<file path="config.mk">
export PLATFORM = sky130hd
export DESIGN_NAME = audio_sample_pacer
export DESIGN_NICKNAME = d
export VERILOG_FILES = /design/src/rtl/audio_sample_pacer.sv
export SDC_FILE = /design/constraint.sdc
export NUM_CORES = 1
export LEC_CHECK = 0
export BUFFER_PORTS_ARGS = -buffer_cell sky130_fd_sc_hd__buf_2
export CAP_MARGIN = 10
export CORE_ASPECT_RATIO = 0.9
export CORE_UTILIZATION = 25
export DETAILED_ROUTE_END_ITERATION = 16
export PLACE_DENSITY_LB_ADDON = 0.08
export SETUP_SLACK_MARGIN = 0.1
export SLEW_MARGIN = 15
export SYNTH_ARGS = -nofsm -noshare
export SYNTH_HDL_FRONTEND = slang
export SYNTH_SLANG_ARGS = --single-unit
</file>
<file path="constraint.sdc">
create_clock -name pixelClock -period 6.3 [get_ports pixelClock]
set_clock_uncertainty 0.05 [all_clocks]
set_input_delay 0.63 -clock pixelClock [delete_from_list [all_inputs] [get_ports pixelClock]]
set_output_delay 0.63 -clock pixelClock [all_outputs]
set_load 0.005 [all_outputs]
</file>
<file path="src/rtl/audio_sample_pacer.sv">
// Audio sample pacer: fractional-rate tick generator that pulls stereo samples
// from a valid/ready source into a small FIFO drained by the data island packetizer.
module audio_sample_pacer #(
    parameter int DEPTH     = 8,
    parameter int ACC_WIDTH = 32
) (
    input  logic                     pixelClock,
    input  logic                     reset,
    input  logic                     enable,
    input  logic [ACC_WIDTH-1:0]     rateIncrement,
    input  logic [ACC_WIDTH-1:0]     rateModulus,
    input  logic [31:0]              sourceData,
    input  logic                     sourceValid,
    output logic                     sourceReady,
    output logic                     sampleTick,
    input  logic                     sampleFifoReadEnable,
    output logic                     sampleFifoEmpty,
    output logic [31:0]              sampleFifoReadData,
    output logic [$clog2(DEPTH):0]   fifoLevel,
    output logic [15:0]              underrunCount,
    output logic [15:0]              overflowCount
);
    localparam int PTR_W = $clog2(DEPTH);
    localparam int LVL_W = PTR_W + 1;

    logic [ACC_WIDTH-1:0] acc;
    logic [ACC_WIDTH:0]   sum;
    logic [ACC_WIDTH:0]   wrapped;
    logic                 config_error;
    logic                 tick;

    logic [31:0]          mem [DEPTH];
    logic [PTR_W-1:0]     wr_ptr;
    logic [PTR_W-1:0]     rd_ptr;
    logic [LVL_W-1:0]     level;
    logic [31:0]          read_data;
    logic [31:0]          last_sample;
    logic [31:0]          push_data;
    logic [15:0]          underrun_count;
    logic [15:0]          overflow_count;

    logic                 push;
    logic                 pop;
    logic                 full;
    logic                 write;
    logic                 drop;
    logic                 underrun;

    // One extra bit so the increment can never wrap before the modulus compare.
    assign sum          = {1'b0, acc} + {1'b0, rateIncrement};
    assign wrapped      = sum - {1'b0, rateModulus};
    assign config_error = (rateModulus == '0) || (rateIncrement >= rateModulus);

    always_ff @(posedge pixelClock) begin
        if (reset) begin
            acc  <= '0;
            tick <= 1'b0;
        end else if (config_error) begin
            acc  <= '0;
            tick <= 1'b0;
        end else if (enable) begin
            if (sum >= {1'b0, rateModulus}) begin
                acc  <= wrapped[ACC_WIDTH-1:0];
                tick <= 1'b1;
            end else begin
                acc  <= sum[ACC_WIDTH-1:0];
                tick <= 1'b0;
            end
        end else begin
            tick <= 1'b0;
        end
    end

    assign push      = tick;
    assign full      = (level == LVL_W'(DEPTH));
    assign pop       = sampleFifoReadEnable && (level != '0);
    // A pop in the same cycle frees the slot, so a full FIFO only drops when nothing leaves.
    assign write     = push && (!full || pop);
    assign drop      = push && full && !pop;
    assign underrun  = push && !sourceValid;
    assign push_data = sourceValid ? sourceData : last_sample;

    always_ff @(posedge pixelClock) begin
        if (reset) begin
            wr_ptr         <= '0;
            rd_ptr         <= '0;
            level          <= '0;
            read_data      <= '0;
            last_sample    <= '0;
            underrun_count <= '0;
            overflow_count <= '0;
        end else begin
            if (write) begin
                wr_ptr <= wr_ptr + PTR_W'(1);
            end
            if (pop) begin
                rd_ptr    <= rd_ptr + PTR_W'(1);
                read_data <= mem[rd_ptr];
            end
            if (push && sourceValid) begin
                last_sample <= sourceData;
            end
            if (write && !pop) begin
                level <= level + LVL_W'(1);
            end else if (pop && !write) begin
                level <= level - LVL_W'(1);
            end
            if (underrun && (underrun_count != 16'hFFFF)) begin
                underrun_count <= underrun_count + 16'd1;
            end
            if (drop && (overflow_count != 16'hFFFF)) begin
                overflow_count <= overflow_count + 16'd1;
            end
        end
    end

    // Storage carries no reset; the pointers and level define which entries are live.
    always_ff @(posedge pixelClock) begin
        if (write) begin
            mem[wr_ptr] <= push_data;
        end
    end

    assign sourceReady        = tick;
    assign sampleTick         = tick;
    assign sampleFifoEmpty    = (level == '0);
    assign sampleFifoReadData = read_data;
    assign fifoLevel          = level;
    assign underrunCount      = underrun_count;
    assign overflowCount      = overflow_count;

endmodule
</file>
==> Word-level counts from Yosys, hierarchy flattened <==
Memory sizes are Yosys's and may differ from the RTL's. A register that Yosys moved wholly into a read port is not among the register bits.
Index checks and enable logic that the tools add are counted.
{ "word_totals": {"ramBits": 256, "mem_bits_ro": 0, "latch_bits": 0, "regBits": 107, "output_inout_bits": 71, "n_memories": 1, "in_bits": 101, "elab_cells": 52} }
{ "mem_list": {"columns": ["memory", "depth", "word_bits", "read_ports", "rd_clocked_by_memory_dff", "wr", "line", "source"], "rows": [
  ["mem", 8, 32, 1, 1, 1, "32", "logic [31:0] mem [DEPTH];"]
]} }
{ "op_classes": {"add_sub_neg": 8, "mul": 0, "eq_ne": 3, "magnitude_cmp": 2, "n_shift": 0, "mux": 7, "div_mod_pow": 0, "bitwise": 1, "n_reduce_logical": 22} }
{ "op_table": {"columns": ["cell", "count"], "rows": [
  ["two-way mux 32 bit", 2],
  ["adder 32 x 32 -> 33 bit", 1],
  ["greater-or-equal comparator 33 x 32 -> 1 bit", 1],
  ["adder 16 x 1 -> 16 bit, second input constant", 2],
  ["greater-or-equal comparator 32 bit", 1],
  ["logical NOT 32 bit", 1],
  ["inequality test 16 bit, second input constant", 2],
  ["subtractor 32 bit", 1],
  ["logical AND 1 bit", 10],
  ["two-way mux 4 bit", 2],
  ["adder 3 x 1 -> 3 bit, second input constant", 2],
  ["adder 4 x 1 -> 4 bit, second input constant", 1],
  ["equality test 4 bit, second input constant", 1],
  ["logical NOT 1 bit", 4],
  ["logical NOT 4 bit", 1],
  ["nonzero test 4 bit", 1],
  ["subtractor 4 x 1 -> 4 bit, second input constant", 1],
  ["two-way mux 1 bit", 3],
  ["OR reduction 3 bit", 1],
  ["logical OR 1 bit", 2],
  ["nonzero test 2 bit", 1],
  ["OR reduction 2 bit", 1],
  ["inverter 1 bit", 1]
]} }

==> Logic depth before layout (Yosys ltp) <==
{ "logic_depth": {"word_depth": 8, "depth_mapped": 22, "mapped_depth_nobuf": 20} }

==> Least setup slack after synthesis <==
OpenSTA, ideal clock, no wires.
{ "synth_path": {"path_kind": "input -> register", "from": "input rateIncrement[0]", "to": "register acc[31]", "arrival_ps": 4898, "path_buffers": 3, "slack_ps": 1226, "t_required_ps": 6124, "setup_time_ps": 126, "cell_stages": 22, "path_cell_list": "ha_1 -> fa_1 -> a21o_1 -> a311o_1 -> a21o_1 -> a31o_2 -> a221oi_1 -> mux2i_1 -> nand2_1 -> ha_1 -> clkbuf_2 -> and3_1 -> nand4_1 -> o21ai_1 -> a31oi_1 -> a211oi_1 -> or3_1 -> buf_2 -> buf_6 -> o211a_1 -> a211oi_1 -> a21oi_1"} }
{ "synth_via": {"elab_chain_len": 3, "elab_cells_between_ends": 7} }
{ "synth_rtl": {"columns": ["element", "line", "source"], "rows": [
  ["start: declaration", "10", "input logic [ACC_WIDTH-1:0] rateIncrement,"],
  ["adder 32 x 32 -> 33 bit or greater-or-equal comparator 32 bit (tied branches)", "50, 52", null],
  ["subtractor 32 bit (tied with other cells)", "51", "assign wrapped = sum - {1'b0, rateModulus};"],
  ["two-way mux 32 bit or OR reduction 2 bit (tied branches)", null, null],
  ["end signal: assignment", "63", "acc <= wrapped[ACC_WIDTH-1:0];"],
  ["end signal: assignment", "66", "acc <= sum[ACC_WIDTH-1:0];"],
  ["end: declaration", "26", "logic [ACC_WIDTH-1:0] acc;"]
]} }
Several ways; a longest one is shown, not always the timed one.
A chain may end at the register's enable or synchronous reset.

==> Worst setup path after layout <==
{ "layout_path": {"from": "register acc[0]", "to": "register acc[23]"} }
{ "layout_via": {"elab_chain_len": 3, "elab_cells_between_ends": 4} }
{ "layout_rtl": {"columns": ["element", "line", "source"], "rows": [
  ["adder 32 x 32 -> 33 bit *", "50", "assign sum = {1'b0, acc} + {1'b0, rateIncrement};"],
  ["subtractor 32 bit or greater-or-equal comparator 33 x 32 -> 1 bit (tied branches)", "51, 62", null],
  ["two-way mux 32 bit *", "62", "if (sum >= {1'b0, rateModulus}) begin"]
]} }
Mark *: on every way between the ends. The rest lies on a longest branch, timed or not.

==> impl_metrics.yaml <==
placement:
  placed_area_um2: 21900
  portBuffers: 171
  dp_slack_ps: 213
  dp_hpwl_mm: 40.4
  gp_congestion: 0.804
clock_network:
  cts_buffer_depth: 3
  cts.repair.resized: 0
  cts_buffers: 46
  tritoncts: "yes"
  cts_sinks: 395
  postCtsSetupBuffers: 0
  clockRootBuffer: "clkbuf_16"
  clkSlewWorstSetupHoldPaths_ps: 60
  hold_buffers: 0
  htreeDepth: 2
  worst_skew_pair.late_latency_ps: 600
global_routing:
  grt_pass1_wl_mm: 88.3
  grt_pass1_vias: 13466
  met2_usage: 0.221
  globalRouteMet1Util: 0.215
  grt_max_degree: 69
  globalRouteOverflowTotal: 0
  grt_usage: 0.147
  antenna_found_initial: 5
  top_usage_layer: "met2"
  grtUsageMet3: 0.0301
routing:
  first_pass_iters: 5
  drtIter0Drc: 951
  drt_wl_total_mm: 59.9
  antenna_left: 0
  viasPerCell: 4.74
  drc: 0
  num_vias: 13752
  routedWlPerCell_um: 20.6
logic_synthesis:
  synthDominantCellAreaShare: 0.389
  synth.most_common_cell: "edfxtp_1"
  synthTopCellsByArea: "edfxtp_1 39%, dfxtp_1 14%, mux4_2 7.3%"
  ys_types: 74
  syn_avg_cell_area_um2: 11.9
  synth_common_cells: "256 x edfxtp_1, 147 x nor2_1, 139 x dfxtp_1"
  synthArstFlopShare: 0
  synth_area_um2: 19700
  syn_inst: 1658
  ys_seq_area_frac: 0.530
  synthFlopType: "edfxtp_1"
  synth_top_cell_by_area: "edfxtp_1"
  ys_ff_latch: 395
  synth-edff-count: 256
  ys_warn_count: 0
  synth_nets: 1865
cells_and_area:
  design_area_um2: 23300
  fin_nets: 2031
  drive_gt1_frac: 0.208
  fillers: 7971
  area_growth_syn_to_layout_pct: 18.0
  post-route-util: 0.299
die:
  row_count: 97
  dieArea_um2: 80100
  die_x_um: 298
  die_h_um: 269
  num_io_pins: 172
  core_um2: 78000
  start_util: 0.253
critical_path:
  endpoint_kind: "flip-flop"
  path_class: "reg2reg"
  critPathRequiredTime_ps: 6690
  crit_fanout: 9
  cp-start-kind: "flip-flop"
  regToRegSetupSlack_ps: 610
  cp_data_arrival_time_ps: 6070
power_and_ir_drop:
  irDropWorstVdd_uv: 195
  swShare: 0.335
  combPwrFrac: 0.299
  p_sw_mw: 2.69
  p_int_mw: 5.34
  p_clk_frac: 0.320
  power.static_leakage_nw: 8.65
  powerDensity_nw_per_um2: 345
  p_seq_frac: 0.381
sta:
  setup_tns_ps: 0
  layout_setup_ws_ps: 614
  setup_viol: 0
  slew_headroom: 0.292
  finalCriticalPeriod_ps: 5690
  fin_crit_sh: 0.903
  fin_hold_ws_ps: 209
  max_slew.worst_pin.slew_ps: 1060
  slew_violations: 0
  rsz0062_at_grt: "no"
  fmax_mhz: 176
  hold_violations: 0
min_path:
  hp-class: "in2reg"
status:
  run_status: "finished clean"
run:
  max-cap-violations: 0
-- critical path, cell delays in order, from the launching register on --
cell      delay [ps]
dfxtp_1          330
ha_1             230
fa_1             410
a21o_1           210
a311o_1          400
a21o_1           200
a31o_2           250
a221oi_1         440
mux2i_1          240
nand2_1           90
ha_1             370
and3_1           270
nand4_1          180
o21ai_1          100
a31oi_1          260
a211oi_1         170
nor3_2           630
buf_4            270
nor2_1            40
a221oi_1         270
a211oi_1         110
-- cell families (layout without fill, tap and decap cells) --
family | Yosys count | in the layout | synth area share
simple gates | 444 | 444 | 0.103
flops | 395 | 395 | 0.530
compound gates | 355 | 355 | 0.121
mux | 139 | 139 | 0.113
buf+inv | 138 | 342 | 0.0279
fa+ha+maj | 106 | 106 | 0.0683
xor+xnor | 81 | 81 | 0.0359
other cells | 0 | 1 | 0
-- final cells by class --
class / count / area (µm²) / share of cell area
Antenna cell: 1 / 2.50 / 0.000107
Clock buffer: 58 / 1210 / 0.0518
Clock inverter: 28 / 234 / 0.0100
Inverter: 59 / 221 / 0.00951
Multi-Input combinational cell: 1125 / 8790 / 0.377
Sequential cell: 395 / 10500 / 0.450
Tap cell: 1039 / 1300 / 0.0558
Timing Repair Buffer: 197 / 1070 / 0.0458
-- sequential cells by signal, summed over array words and instances, names as in the netlist --
name and count:
mem 256, acc 32, last_sample 32, sampleFifoReadData 32, overflowCount 16, underrunCount 16
fifoLevel 4, rd_ptr 3, wr_ptr 3, sampleTick 1
-- through the flow --
step / instances / power (mW)
after global placement: 2815 / 5.54
after detailed placement: 2815 / 5.53
after global routing: 2901 / 8.52
after CTS: 2901 / 8.17
after floorplan: 1658 / 4.78
final: 2902 / 8.03
-- routing by layer --
layer  up-vias  share of wire
li1       6592              -
met1      6791           0.50
met2       292           0.43
met3        71          0.053
met4         6          0.017
met5         -        0.00072
-- worst paths after layout --
path                                 startpoint         endpoint  cells past startpoint
worst max-delay path                     acc[0]          acc[23]                     20
worst min-delay path              sourceData[7]   last_sample[7]                      3
worst max register to register           acc[0]          acc[23]                     20
worst min register to register  last_sample[25]  last_sample[25]                      2
-- layout by cell type, fill, tap and decap left out, types with 9 or more instances in the layout --
master	synthesis	routed
a211oi_1	61	61
a21o_1	45	45
a21oi_1	118	118
and3_1	16	16
buf_2	7	170
buf_4	2	26
clkbuf_1	54	11
clkbuf_16	0	46
clkinv_1	0	13
dfxtp_1	139	136
edfxtp_1	256	256
ha_1	103	103
inv_1	59	59
mux2_2	32	32
mux2i_1	42	42
mux4_2	64	64
nand2_1	136	136
nand2b_1	9	9
nand3_1	32	32
nand4_1	21	21
nor2_1	147	141
nor2b_1	10	9
nor3_1	23	20
nor4_1	14	14
o21a_1	11	11
o21ai_0	39	39
o21bai_1	11	11
or3_1	10	10
xnor2_1	39	39
xor2_1	42	42
-- power by group through the flow --
stage | clock, mW | combinational [mW] | sequential [mW]
global route | 2.78 | 2.66 | 3.08
finish | 2.57 | 2.40 | 3.06
floorplan | 0 | 1.74 | 3.04
global placement | 0 | 2.42 | 3.12
detailed placement | 0 | 2.41 | 3.12
CTS | 2.67 | 2.43 | 3.07
(Power assumes the default switching activity.)
